## config.mk

```make
export PLATFORM = sky130hd
export DESIGN_NAME = rename_history_ctrl_flat
export DESIGN_NICKNAME = d
export VERILOG_FILES = /design/src/rtl/rename_history_ctrl_if.sv /design/src/rtl/rename_history_ctrl.sv /design/src/flat_wrapper.sv
export SDC_FILE = /design/constraint.sdc
export NUM_CORES = 1
export LEC_CHECK = 0
export ABC_AREA = 1
export CORE_AREA = 2 2 142 144
export CTS_BUF_LIST = sky130_fd_sc_hd__clkbuf_16
export DETAILED_ROUTE_END_ITERATION = 10
export DIE_AREA = 0 0 144 146
export HOLD_SLACK_MARGIN = 0.08
export PLACE_DENSITY_LB_ADDON = 0.15
export SYNTH_ARGS = -nofsm -noshare
export SYNTH_HDL_FRONTEND = slang
export SYNTH_SLANG_ARGS = --single-unit
```

## constraint.sdc

```tcl
create_clock -name clk -period 3.5 [get_ports clk]
set_input_delay 1.05 -clock clk [delete_from_list [all_inputs] [get_ports clk]]
set_output_delay 1.05 -clock clk [all_outputs]
set_load 0.02 [all_outputs]
```

## src/rtl/rename_history_ctrl_if.sv

```systemverilog
// Rename/commit/flush handshake and recovery outputs of the rename history controller.
// The controller side uses the slave modport; the rename/ROB side uses master.
interface rename_history_ctrl_if #(
    parameter int AREG_W = 3,
    parameter int PREG_W = 5,
    parameter int CNT_W  = 5
);
    logic              ren_valid;
    logic [AREG_W-1:0] ren_arch;
    logic [PREG_W-1:0] ren_new_preg;
    logic [PREG_W-1:0] ren_old_preg;
    logic              ren_ready;
    logic              commit_valid;
    logic              flush;
    logic              rat_wr_en;
    logic [AREG_W-1:0] rat_wr_arch;
    logic [PREG_W-1:0] rat_wr_preg;
    logic              free_valid;
    logic [PREG_W-1:0] free_preg;
    logic              busy;
    logic [CNT_W-1:0]  count;
    logic              err;

    modport master (
        output ren_valid, ren_arch, ren_new_preg, ren_old_preg, commit_valid, flush,
        input  ren_ready, rat_wr_en, rat_wr_arch, rat_wr_preg, free_valid, free_preg,
               busy, count, err
    );

    modport slave (
        input  ren_valid, ren_arch, ren_new_preg, ren_old_preg, commit_valid, flush,
        output ren_ready, rat_wr_en, rat_wr_arch, rat_wr_preg, free_valid, free_preg,
               busy, count, err
    );
endinterface

```

## src/rtl/rename_history_ctrl.sv

```systemverilog
// Rename history buffer: frees old pregs on commit and, on flush, walks entries
// youngest-first restoring RAT mappings and returning squashed pregs.
module rename_history_ctrl #(
    parameter int DEPTH  = 16,
    parameter int AREG_W = 3,
    parameter int PREG_W = 5,
    parameter int CNT_W  = $clog2(DEPTH + 1)
) (
    input logic                  clk,
    input logic                  rst_n,
    rename_history_ctrl_if.slave bus
);
    localparam int PTR_W = $clog2(DEPTH);

    localparam logic [0:0] ST_IDLE = 1'b0;
    localparam logic [0:0] ST_WALK = 1'b1;

    logic [AREG_W-1:0] arch_mem_r [DEPTH];
    logic [PREG_W-1:0] new_mem_r  [DEPTH];
    logic [PREG_W-1:0] old_mem_r  [DEPTH];

    logic [0:0]        state_r, state_n;
    logic [PTR_W-1:0]  head_r, head_n;
    logic [PTR_W-1:0]  tail_r, tail_n;
    logic [CNT_W-1:0]  count_r, count_n;
    logic              err_r, err_n;
    logic              rat_wr_en_r, rat_wr_en_n;
    logic [AREG_W-1:0] rat_wr_arch_r, rat_wr_arch_n;
    logic [PREG_W-1:0] rat_wr_preg_r, rat_wr_preg_n;
    logic              free_valid_r, free_valid_n;
    logic [PREG_W-1:0] free_preg_r, free_preg_n;

    logic              ready_s;
    logic              commit_s;
    logic              push_s;
    logic [CNT_W-1:0]  count_post_commit_s;
    logic [PTR_W-1:0]  walk_idx_s;

    assign ready_s    = (state_r == ST_IDLE) && (count_r < CNT_W'(DEPTH));
    assign walk_idx_s = tail_r - PTR_W'(1);

    // Next-state: commit is applied before flush so the retiring instruction survives.
    always_comb begin
        state_n             = state_r;
        head_n              = head_r;
        tail_n              = tail_r;
        count_n             = count_r;
        err_n               = err_r;
        rat_wr_en_n         = 1'b0;
        rat_wr_arch_n       = {AREG_W{1'b0}};
        rat_wr_preg_n       = {PREG_W{1'b0}};
        free_valid_n        = 1'b0;
        free_preg_n         = {PREG_W{1'b0}};
        commit_s            = 1'b0;
        push_s              = 1'b0;
        count_post_commit_s = count_r;
        case (state_r)
            ST_IDLE: begin
                commit_s = bus.commit_valid && (count_r != {CNT_W{1'b0}});
                push_s   = bus.ren_valid && ready_s && !bus.flush;
                if (commit_s) begin
                    head_n              = head_r + PTR_W'(1);
                    free_valid_n        = 1'b1;
                    free_preg_n         = old_mem_r[head_r];
                    count_post_commit_s = count_r - CNT_W'(1);
                end else begin
                    count_post_commit_s = count_r;
                end
                if (bus.commit_valid && (count_r == {CNT_W{1'b0}})) begin
                    err_n = 1'b1;
                end else begin
                    err_n = err_r;
                end
                if (push_s) begin
                    tail_n  = tail_r + PTR_W'(1);
                    count_n = count_post_commit_s + CNT_W'(1);
                end else begin
                    count_n = count_post_commit_s;
                end
                if (bus.flush && (count_post_commit_s != {CNT_W{1'b0}})) begin
                    state_n = ST_WALK;
                end else begin
                    state_n = ST_IDLE;
                end
            end
            ST_WALK: begin
                tail_n        = walk_idx_s;
                count_n       = count_r - CNT_W'(1);
                rat_wr_en_n   = 1'b1;
                rat_wr_arch_n = arch_mem_r[walk_idx_s];
                rat_wr_preg_n = old_mem_r[walk_idx_s];
                free_valid_n  = 1'b1;
                free_preg_n   = new_mem_r[walk_idx_s];
                if (count_r == CNT_W'(1)) begin
                    state_n = ST_IDLE;
                end else begin
                    state_n = ST_WALK;
                end
            end
            default: begin
                state_n = ST_IDLE;
            end
        endcase
    end

    // Control state and registered recovery/free outputs.
    always_ff @(posedge clk or negedge rst_n) begin
        if (!rst_n) begin
            state_r       <= ST_IDLE;
            head_r        <= {PTR_W{1'b0}};
            tail_r        <= {PTR_W{1'b0}};
            count_r       <= {CNT_W{1'b0}};
            err_r         <= 1'b0;
            rat_wr_en_r   <= 1'b0;
            rat_wr_arch_r <= {AREG_W{1'b0}};
            rat_wr_preg_r <= {PREG_W{1'b0}};
            free_valid_r  <= 1'b0;
            free_preg_r   <= {PREG_W{1'b0}};
        end else begin
            state_r       <= state_n;
            head_r        <= head_n;
            tail_r        <= tail_n;
            count_r       <= count_n;
            err_r         <= err_n;
            rat_wr_en_r   <= rat_wr_en_n;
            rat_wr_arch_r <= rat_wr_arch_n;
            rat_wr_preg_r <= rat_wr_preg_n;
            free_valid_r  <= free_valid_n;
            free_preg_r   <= free_preg_n;
        end
    end

    // History storage; contents are don't-care after reset, so no reset here.
    always_ff @(posedge clk) begin
        if (push_s) begin
            arch_mem_r[tail_r] <= bus.ren_arch;
            new_mem_r[tail_r]  <= bus.ren_new_preg;
            old_mem_r[tail_r]  <= bus.ren_old_preg;
        end
    end

    assign bus.ren_ready   = ready_s;
    assign bus.busy        = (state_r == ST_WALK);
    assign bus.count       = count_r;
    assign bus.err         = err_r;
    assign bus.rat_wr_en   = rat_wr_en_r;
    assign bus.rat_wr_arch = rat_wr_arch_r;
    assign bus.rat_wr_preg = rat_wr_preg_r;
    assign bus.free_valid  = free_valid_r;
    assign bus.free_preg   = free_preg_r;
endmodule

```

## src/flat_wrapper.sv

```systemverilog
// flat-port wrapper written by rule: the top's interface ports become plain ports
module rename_history_ctrl_flat 
#(
    parameter int DEPTH  = 16,
    parameter int AREG_W = 3,
    parameter int PREG_W = 5,
    parameter int CNT_W  = $clog2(DEPTH + 1)
)
  (clk, rst_n, bus_ren_valid, bus_ren_arch, bus_ren_new_preg, bus_ren_old_preg, bus_commit_valid, bus_flush, bus_ren_ready, bus_rat_wr_en, bus_rat_wr_arch, bus_rat_wr_preg, bus_free_valid, bus_free_preg, bus_busy, bus_count, bus_err);
  rename_history_ctrl_if #(.AREG_W(AREG_W), .PREG_W(PREG_W), .CNT_W(CNT_W)) bus_i ();
  input logic clk;
  input logic rst_n;
  input wire logic [$bits(bus_i.ren_valid)-1:0] bus_ren_valid;
  input wire logic [$bits(bus_i.ren_arch)-1:0] bus_ren_arch;
  input wire logic [$bits(bus_i.ren_new_preg)-1:0] bus_ren_new_preg;
  input wire logic [$bits(bus_i.ren_old_preg)-1:0] bus_ren_old_preg;
  input wire logic [$bits(bus_i.commit_valid)-1:0] bus_commit_valid;
  input wire logic [$bits(bus_i.flush)-1:0] bus_flush;
  output wire logic [$bits(bus_i.ren_ready)-1:0] bus_ren_ready;
  output wire logic [$bits(bus_i.rat_wr_en)-1:0] bus_rat_wr_en;
  output wire logic [$bits(bus_i.rat_wr_arch)-1:0] bus_rat_wr_arch;
  output wire logic [$bits(bus_i.rat_wr_preg)-1:0] bus_rat_wr_preg;
  output wire logic [$bits(bus_i.free_valid)-1:0] bus_free_valid;
  output wire logic [$bits(bus_i.free_preg)-1:0] bus_free_preg;
  output wire logic [$bits(bus_i.busy)-1:0] bus_busy;
  output wire logic [$bits(bus_i.count)-1:0] bus_count;
  output wire logic [$bits(bus_i.err)-1:0] bus_err;
  assign bus_i.ren_valid = bus_ren_valid;
  assign bus_i.ren_arch = bus_ren_arch;
  assign bus_i.ren_new_preg = bus_ren_new_preg;
  assign bus_i.ren_old_preg = bus_ren_old_preg;
  assign bus_i.commit_valid = bus_commit_valid;
  assign bus_i.flush = bus_flush;
  assign bus_ren_ready = bus_i.ren_ready;
  assign bus_rat_wr_en = bus_i.rat_wr_en;
  assign bus_rat_wr_arch = bus_i.rat_wr_arch;
  assign bus_rat_wr_preg = bus_i.rat_wr_preg;
  assign bus_free_valid = bus_i.free_valid;
  assign bus_free_preg = bus_i.free_preg;
  assign bus_busy = bus_i.busy;
  assign bus_count = bus_i.count;
  assign bus_err = bus_i.err;
  rename_history_ctrl #(.DEPTH(DEPTH), .AREG_W(AREG_W), .PREG_W(PREG_W), .CNT_W(CNT_W)) u_core (.clk(clk), .rst_n(rst_n), .bus(bus_i));
endmodule
```

* Yosys cells after proc, flatten, opt, wreduce, memory -nomap -nowiden *
Memories as Yosys holds them, arrays and structs flattened.
Cells that the tools add are included.

word-level totals
  flip-flop bits (word level) = 30
  RAM bits = 208
  input port bits = 18
  output and inout bits = 23
  word-level logic and storage cells = 53
  memories kept = 3

memories
  name               depth  width  rd ports  clocked after memory_dff  wr ports  RTL line                   RTL
  u_core.new_mem_r   16     5      1         0                         1         rename_history_ctrl.sv:19  logic [PREG_W-1:0] new_mem_r [DEPTH];
  u_core.old_mem_r   16     5      2         0                         1         rename_history_ctrl.sv:20  logic [PREG_W-1:0] old_mem_r [DEPTH];
  u_core.arch_mem_r  16     3      1         0                         1         rename_history_ctrl.sv:18  logic [AREG_W-1:0] arch_mem_r [DEPTH];

operators by class
  add/sub/neg operators = 5
  magnitude comparators = 1
  equal/unequal tests = 2
  multiplexer cells = 19
  bitwise logic cells = 1
  reduce and logical (&&, ||, !) cells = 12

operators with widths
  operator                                              count
  2-to-1 mux 5 bit                                      5
  one-hot mux 5 bit (2 select lines)                    2
  nonzero test 5 bit                                    2
  adder 4 x 1 -> 4 bit (second input constant)          2
  one-hot mux 4 bit (2 select lines)                    1
  2-to-1 mux 1 bit                                      7
  logical AND 1 bit                                     6
  adder 5 x 1 -> 5 bit (second input constant)          1
  equality test 5 x 1 -> 1 bit (second input constant)  1
  logical NOT 5 bit                                     1
  less-than comparator 5 bit (second input constant)    1
  subtractor 5 x 1 -> 5 bit (second input constant)     1
  2-to-1 mux 4 bit                                      1
  one-hot mux 1 bit (2 select lines)                    2
  AND reduction 2 bit                                   2
  subtractor 4 x 1 -> 4 bit (second input constant)     1
  2-to-1 mux 3 bit                                      1
  inequality test 2 bit (second input constant)         1
  logical NOT 1 bit                                     1
  inverter 1 bit                                        1

* Depth between registers and ports, before layout *
  word-level depth = 8
  depth in mapped cells = 14
  gate-level depth less buffers = 13

* Least setup slack after synthesis *
Ideal clock, no wire load.

  path type = in2reg
  from = in bus_flush
  to = mem u_core.arch_mem_r[7][0], enable pin
  library setup time = 0.382 ns
  data arrival time = 2.033 ns
  data required time = 3.118 ns
  path slack = 1.085 ns
  stages on the path = 5
  path buffers = 0
  cells stage by stage = inv_1 nand3_2 nor2_1 inv_1 nor2_1

between the ends
  longest elaborated chain between the ends = 5

RTL lines
  what                                    RTL line                    RTL
  start: declaration                      flat_wrapper.sv:18          input wire logic [$bits(bus_i.flush)-1:0] bus_flush;
  logical NOT 1 bit                       rename_history_ctrl.sv:60   push_s = bus.ren_valid && ready_s && !bus.flush;
  logical AND 1 bit                       rename_history_ctrl.sv:60
  2-to-1 mux 1 bit                        rename_history_ctrl.sv:57   case (state_r)
  2-to-1 mux 1 bit                        rename_history_ctrl.sv:135  if (push_s) begin
  2-to-1 mux 1 bit (not written as such)  rename_history_ctrl.sv:136  arch_mem_r[tail_r] <= bus.ren_arch;
  end: declaration                        rename_history_ctrl.sv:18

Every way passes these cells.

* Final worst setup path *
  from = reg u_core.state_r (netlist: u_core.bus.busy)
  to = out bus_ren_ready

between the ends
  longest elaborated chain between the ends = 2

RTL lines
  what                      RTL line                    RTL
  start: declaration        rename_history_ctrl.sv:22   logic [0:0] state_r, state_n;
  start signal: assignment  rename_history_ctrl.sv:120  state_r <= state_n;
  inverter 1 bit            --
  logical AND 1 bit         rename_history_ctrl.sv:39   assign ready_s = (state_r == ST_IDLE) && (count_r < CNT_W'(DEPTH));
  end: declaration          flat_wrapper.sv:19          output wire logic [$bits(bus_i.ren_ready)-1:0] bus_ren_ready;

Every way passes these cells.

==> run_results.csv <==
group,metric,value,unit
status,outcome,"completed",
timing,setup_viol,0,
synth,yosysSeqAreaShare,0.662,
synth,ys.flop_type,"edfxtp_1",
route,drcViolationCount,0,
pwr,leakage,4.49,nW
route,first_iter_violations,803,
place,numPortBuffers,40,
finish,area_growth,14.7,%
floorplan,num_rows,51,
synth,synth_cell_types,34,
synth,yosysTopAreaCell,"edfxtp_1",
timing,min_period,2920,ps
pwr,total_power,11.5,mW
setup_path,cp_max_fo,12,
timing,fmax,0.343,GHz
setup_path,crit_required,2450,ps
route,wl_per_cell,20.1,um
setup_path,critical_path_class,"flip-flop to primary output",
place,dpl.cell_count,1242,
floorplan,ioPinCount,41,
global_routing,grt_pass1_vias,6904,
cts,postCtsResizedCells,0,
floorplan,fp.dieW,144,um
timing,tightestPinTransition,836,ps
flow_run,maxCapViolations,0,
route,firstDrtPassIters,5,
place,postPlaceCellArea,11300,um2
min_path,hold_class,"flip-flop to flip-flop",
finish,final_nets,1031,
setup_path,start_kind,"flip-flop",
route,detail-route-antenna-nets,0,
synth,ys_async_sr_fraction,0.126,
synth,synth_commonest_cells,"edfxtp_1 (208), nand2_1 (147), o21ai_0 (117)",
synth,syn_inst,962,
cts,cts_tree,"yes",
finish,fin_area,12100,um2
floorplan,die_h,146,um
place,place_congestion,0.889,
pwr,powerDensity,945,nW/um2
synth,synth_fp_nets,989,
finish,antenna_cells,0,
setup_path,r2r_slack,950,ps
synth,synth-edff-count,208,
floorplan,core_area,19300,um2
route,via_per_inst,5.76,
cts,clock_insertion_delay_worst_skew,520,ps
synth,ys_warn_count,0,
cts,cts-buffers-inserted,25,
route,routed_wl,25800,um
place,dp_hpwl,16300,um
global_routing,antenna_found_initial,1,
timing,hold_slack,469,ps
timing,post-route-period-util,0.834,
timing,tns,0,ps
synth,synth_area_per_cell,11.0,um2
setup_path,crit_arrival,1870,ps
synth,ys_seq_elements,238,
timing,hold_violations,0,
global_routing,grtUsageTotal,0.249,
cts,clock-sinks,238,
cts,cts_setup_buffers,0,
cts,cts-htree-levels,1,
timing,slew_violations,0,
finish,drive_gt1_frac,0.0969,
timing,relSlewSlack,0.443,
floorplan,dieArea,21000,um2
synth,synth.top_cells.by_area,"edfxtp_1 (59%), dfrtp_1 (7.1%), o21ai_0 (5.5%)",
timing,skew,14.7,ps
route,vias,7414,
synth,synth_most_common_cell,"edfxtp_1",
floorplan,initial_core_util,0.547,
timing,rsz0062_at_grt,"no",
global_routing,grt_max_degree,70,
setup_path,end_kind,"primary output",
cts,clockRootBuffer,"clkbuf_16",
synth,netlist_area,10600,um2
cts,clk_pin_slew,60,ps
pwr,vdd_drop_max,694,uV
synth,yosysTopAreaCellShare,0.591,
global_routing,grt_pass1_wl,39600,um
finish,final_cells,1287,
cts,ctsHoldBuffers,0,
global_routing,grt_overflow,0,
cts,cts_buffer_depth,3,
==> placed cells by master (no fill, tap or decap), drive strengths merged <==
cell type and count:
edfxtp 208, o21bai 1, nand3 87, clkbuf 27, a22oi 5, clkinv 7, o221ai 8, bufinv 4
o22ai 2, a21oi 59, nand2 149, ha 9, o21ai 124, xor2 9, buf 32, nand4 1
nor2 101, and2 1, inv 81, o211ai 31, dfrtp 30, a211oi 6, clkdlybuf4s50 39, clkinvlp 1
==> per-stage QoR <==
step | setup WS [ps] | util
after floorplan | 1080 | -
after global placement | 675 | 0.582
after detailed placement | 630 | 0.582
after CTS | 555 | 0.627
after global routing | 492 | 0.627
final | 582 | 0.627
==> sequential cells by signal (all words and copies together) (netlist names) <==
| name | count |
|---|---|
| u_core.bus.free_valid | 1 |
| u_core.bus.rat_wr_en | 1 |
| u_core.bus.err | 1 |
| u_core.bus.rat_wr_preg | 5 |
| u_core.arch_mem_r | 48 |
| u_core.head_r | 4 |
| u_core.tail_r | 4 |
| u_core.bus.busy | 1 |
| u_core.new_mem_r | 80 |
| u_core.bus.rat_wr_arch | 3 |
| u_core.bus.free_preg | 5 |
| u_core.old_mem_r | 80 |
| u_core.bus.count | 5 |
==> final cells by class <==
class | instances | area (um2)
Clock inverter | 18 | 185
Multi-Input combinational cell | 593 | 3000
Sequential cell | 238 | 7000
Inverter | 75 | 284
Fill cell | 1574 | 7220
Clock buffer | 27 | 676
Tap cell | 265 | 332
Timing Repair Buffer | 71 | 641
==> where the power goes <==
| group | total (mW) | switching (mW) | internal (mW) |
|---|---|---|---|
| clock network | 2.75 | 1.07 | 1.68 |
| logic | 5.18 | 3.51 | 1.67 |
| registers | 3.53 | 0.205 | 3.32 |
| total | 11.5 | 4.78 | 6.67 |
==> kinds of logic (layout without fill, tap and decap cells) <==
group | count (synthesis) | in the layout | synth area share
compound gates | 236 | 236 | 0.130
fa+ha+maj | 9 | 9 | 0.0107
buf+inv | 131 | 191 | 0.0542
xor+xnor | 9 | 9 | 0.00995
flops | 238 | 238 | 0.662
simple gates | 339 | 339 | 0.133
==> path summary, 6_finish.rpt <==
path | start | end | cells after the start
max in group asynchronous | rst_n | u_core.tail_r[0] | 1
worst min register to register | u_core.bus.err | u_core.bus.err | 1
worst max-delay path | u_core.bus.busy | bus_ren_ready | 4
worst min-delay path | u_core.bus.err | u_core.bus.err | 1
worst max register to register | u_core.tail_r[1] | u_core.bus.free_preg[2] | 9
min in group asynchronous | rst_n | u_core.bus.rat_wr_preg[2] | 1
==> worst max-delay path, stage by stage (launching register included) <==
cell and delay [ps]:
dfrtp_1 380, inv_2 210, nand2_1 80, inv_1 80, clkdlybuf4s50_1 600
==> routing by layer <==
layer,vias up,GRT usage,part of all wire
met5,-,0,0
met4,0,0.0574,0.019
met3,48,0.0418,0.083
met2,326,0.386,0.47
met1,3567,0.371,0.43
li1,3473,-,-
Power figures use the tool's default switching activity.
==> RTL edit (same flow settings) <==
`DEPTH` is set to 16 in 2 places; all go to 64.
--- a/src/rtl/rename_history_ctrl.sv
+++ b/src/rtl/rename_history_ctrl.sv
@@ -3,3 +3,3 @@
 module rename_history_ctrl #(
-    parameter int DEPTH  = 16,
+    parameter int DEPTH  = 64,
     parameter int AREG_W = 3,
--- a/src/flat_wrapper.sv
+++ b/src/flat_wrapper.sv
@@ -3,3 +3,3 @@
 #(
-    parameter int DEPTH  = 16,
+    parameter int DEPTH  = 64,
     parameter int AREG_W = 3,
Interface: changed (resized bus_count); port bits go from 41 to 43. The function was not compared with the original's and may differ.
==> RTL edit against the unedited design <==
The run now fails in global placement without I/O; area after synthesis rose to 3.6 times the old value.
==> RTL edit: results (changes against the unedited design) <==
| Stage | Parameter | Reported | vs unedited |
| --- | --- | --- | --- |
| synthesis | Count of distinct cell types in the synthesized netlist | 36 | was 34 |
| synthesis | Mean cell area of the mapped netlist | 10.6 um^2 | was 11.0 um^2 |
| synthesis | Number of flops mapped to enable cells by yosys | 832 | was 208 |
| floorplanning | Std-Cell Rows | 51 | unchanged |
| synthesis | Seq/Total Area, Yosys | 67.1% | was 66.2% |
| synthesis | Seq cells post-synth | 868 | was 238 |
| synthesis | Top post-synthesis cells by area | sky130_fd_sc_hd__edfxtp_1 65%, sky130_fd_sc_hd__nand3_1 7.8%, sky130_fd_sc_hd__nand2_1 7.0% | was sky130_fd_sc_hd__edfxtp_1 59%, sky130_fd_sc_hd__dfrtp_1 7.1%, sky130_fd_sc_hd__o21ai_0 5.5% |
| synthesis | Async set or reset register ratio after synthesis | 4.15% | was 12.6% |
| status | Err | [ERROR FLW-0024] Place density exceeds 1.0 (current PLACE_DENSITY_LB_ADDON =  0.15). Please check if the value of  PLACE_DENSITY_LB_ADDON is between 0 and 0.99. |  |
| status | Halt point of the flow | global placement without I/O |  |
| synthesis | Net count after synthesis | 3652 | was 989 |
| synthesis | Total of warnings raised by yosys | 0 | unchanged |
| synthesis | Top cells by instance count after synthesis | 832 x sky130_fd_sc_hd__edfxtp_1, 722 x sky130_fd_sc_hd__nand2_1, 598 x sky130_fd_sc_hd__nand3_1 | was 208 x sky130_fd_sc_hd__edfxtp_1, 147 x sky130_fd_sc_hd__nand2_1, 117 x sky130_fd_sc_hd__o21ai_0 |
| status | Outcome | stopped before the end | was finished clean |
-- RTL edit: cell count changes after synthesis, moves of 25 or more --
| cell | delta |
|---|---|
| sky130_fd_sc_hd__nand2_1 | +575 |
| sky130_fd_sc_hd__o211ai_1 | +76 |
| sky130_fd_sc_hd__inv_1 | +77 |
| sky130_fd_sc_hd__buf_1 | +25 |
| sky130_fd_sc_hd__o21ai_0 | +153 |
| sky130_fd_sc_hd__a21oi_1 | +108 |
| sky130_fd_sc_hd__nand3_1 | +513 |
| sky130_fd_sc_hd__clkbuf_1 | +64 |
| sky130_fd_sc_hd__nor2_1 | +309 |
| sky130_fd_sc_hd__edfxtp_1 | +624 |
| sky130_fd_sc_hd__buf_2 | +95 |
-- RTL edit: kinds of logic after synthesis --
| logic type | after synthesis | share of synthesized area, % |
|---|---|---|
| fa+ha+maj | 8 | 0.260 |
| simple gates | 1746 | 19.1 |
| compound gates | 588 | 8.52 |
| xor+xnor | 14 | 0.513 |
| mux | 1 | 0.0260 |
| buf+inv | 401 | 4.49 |
| flops | 868 | 67.1 |
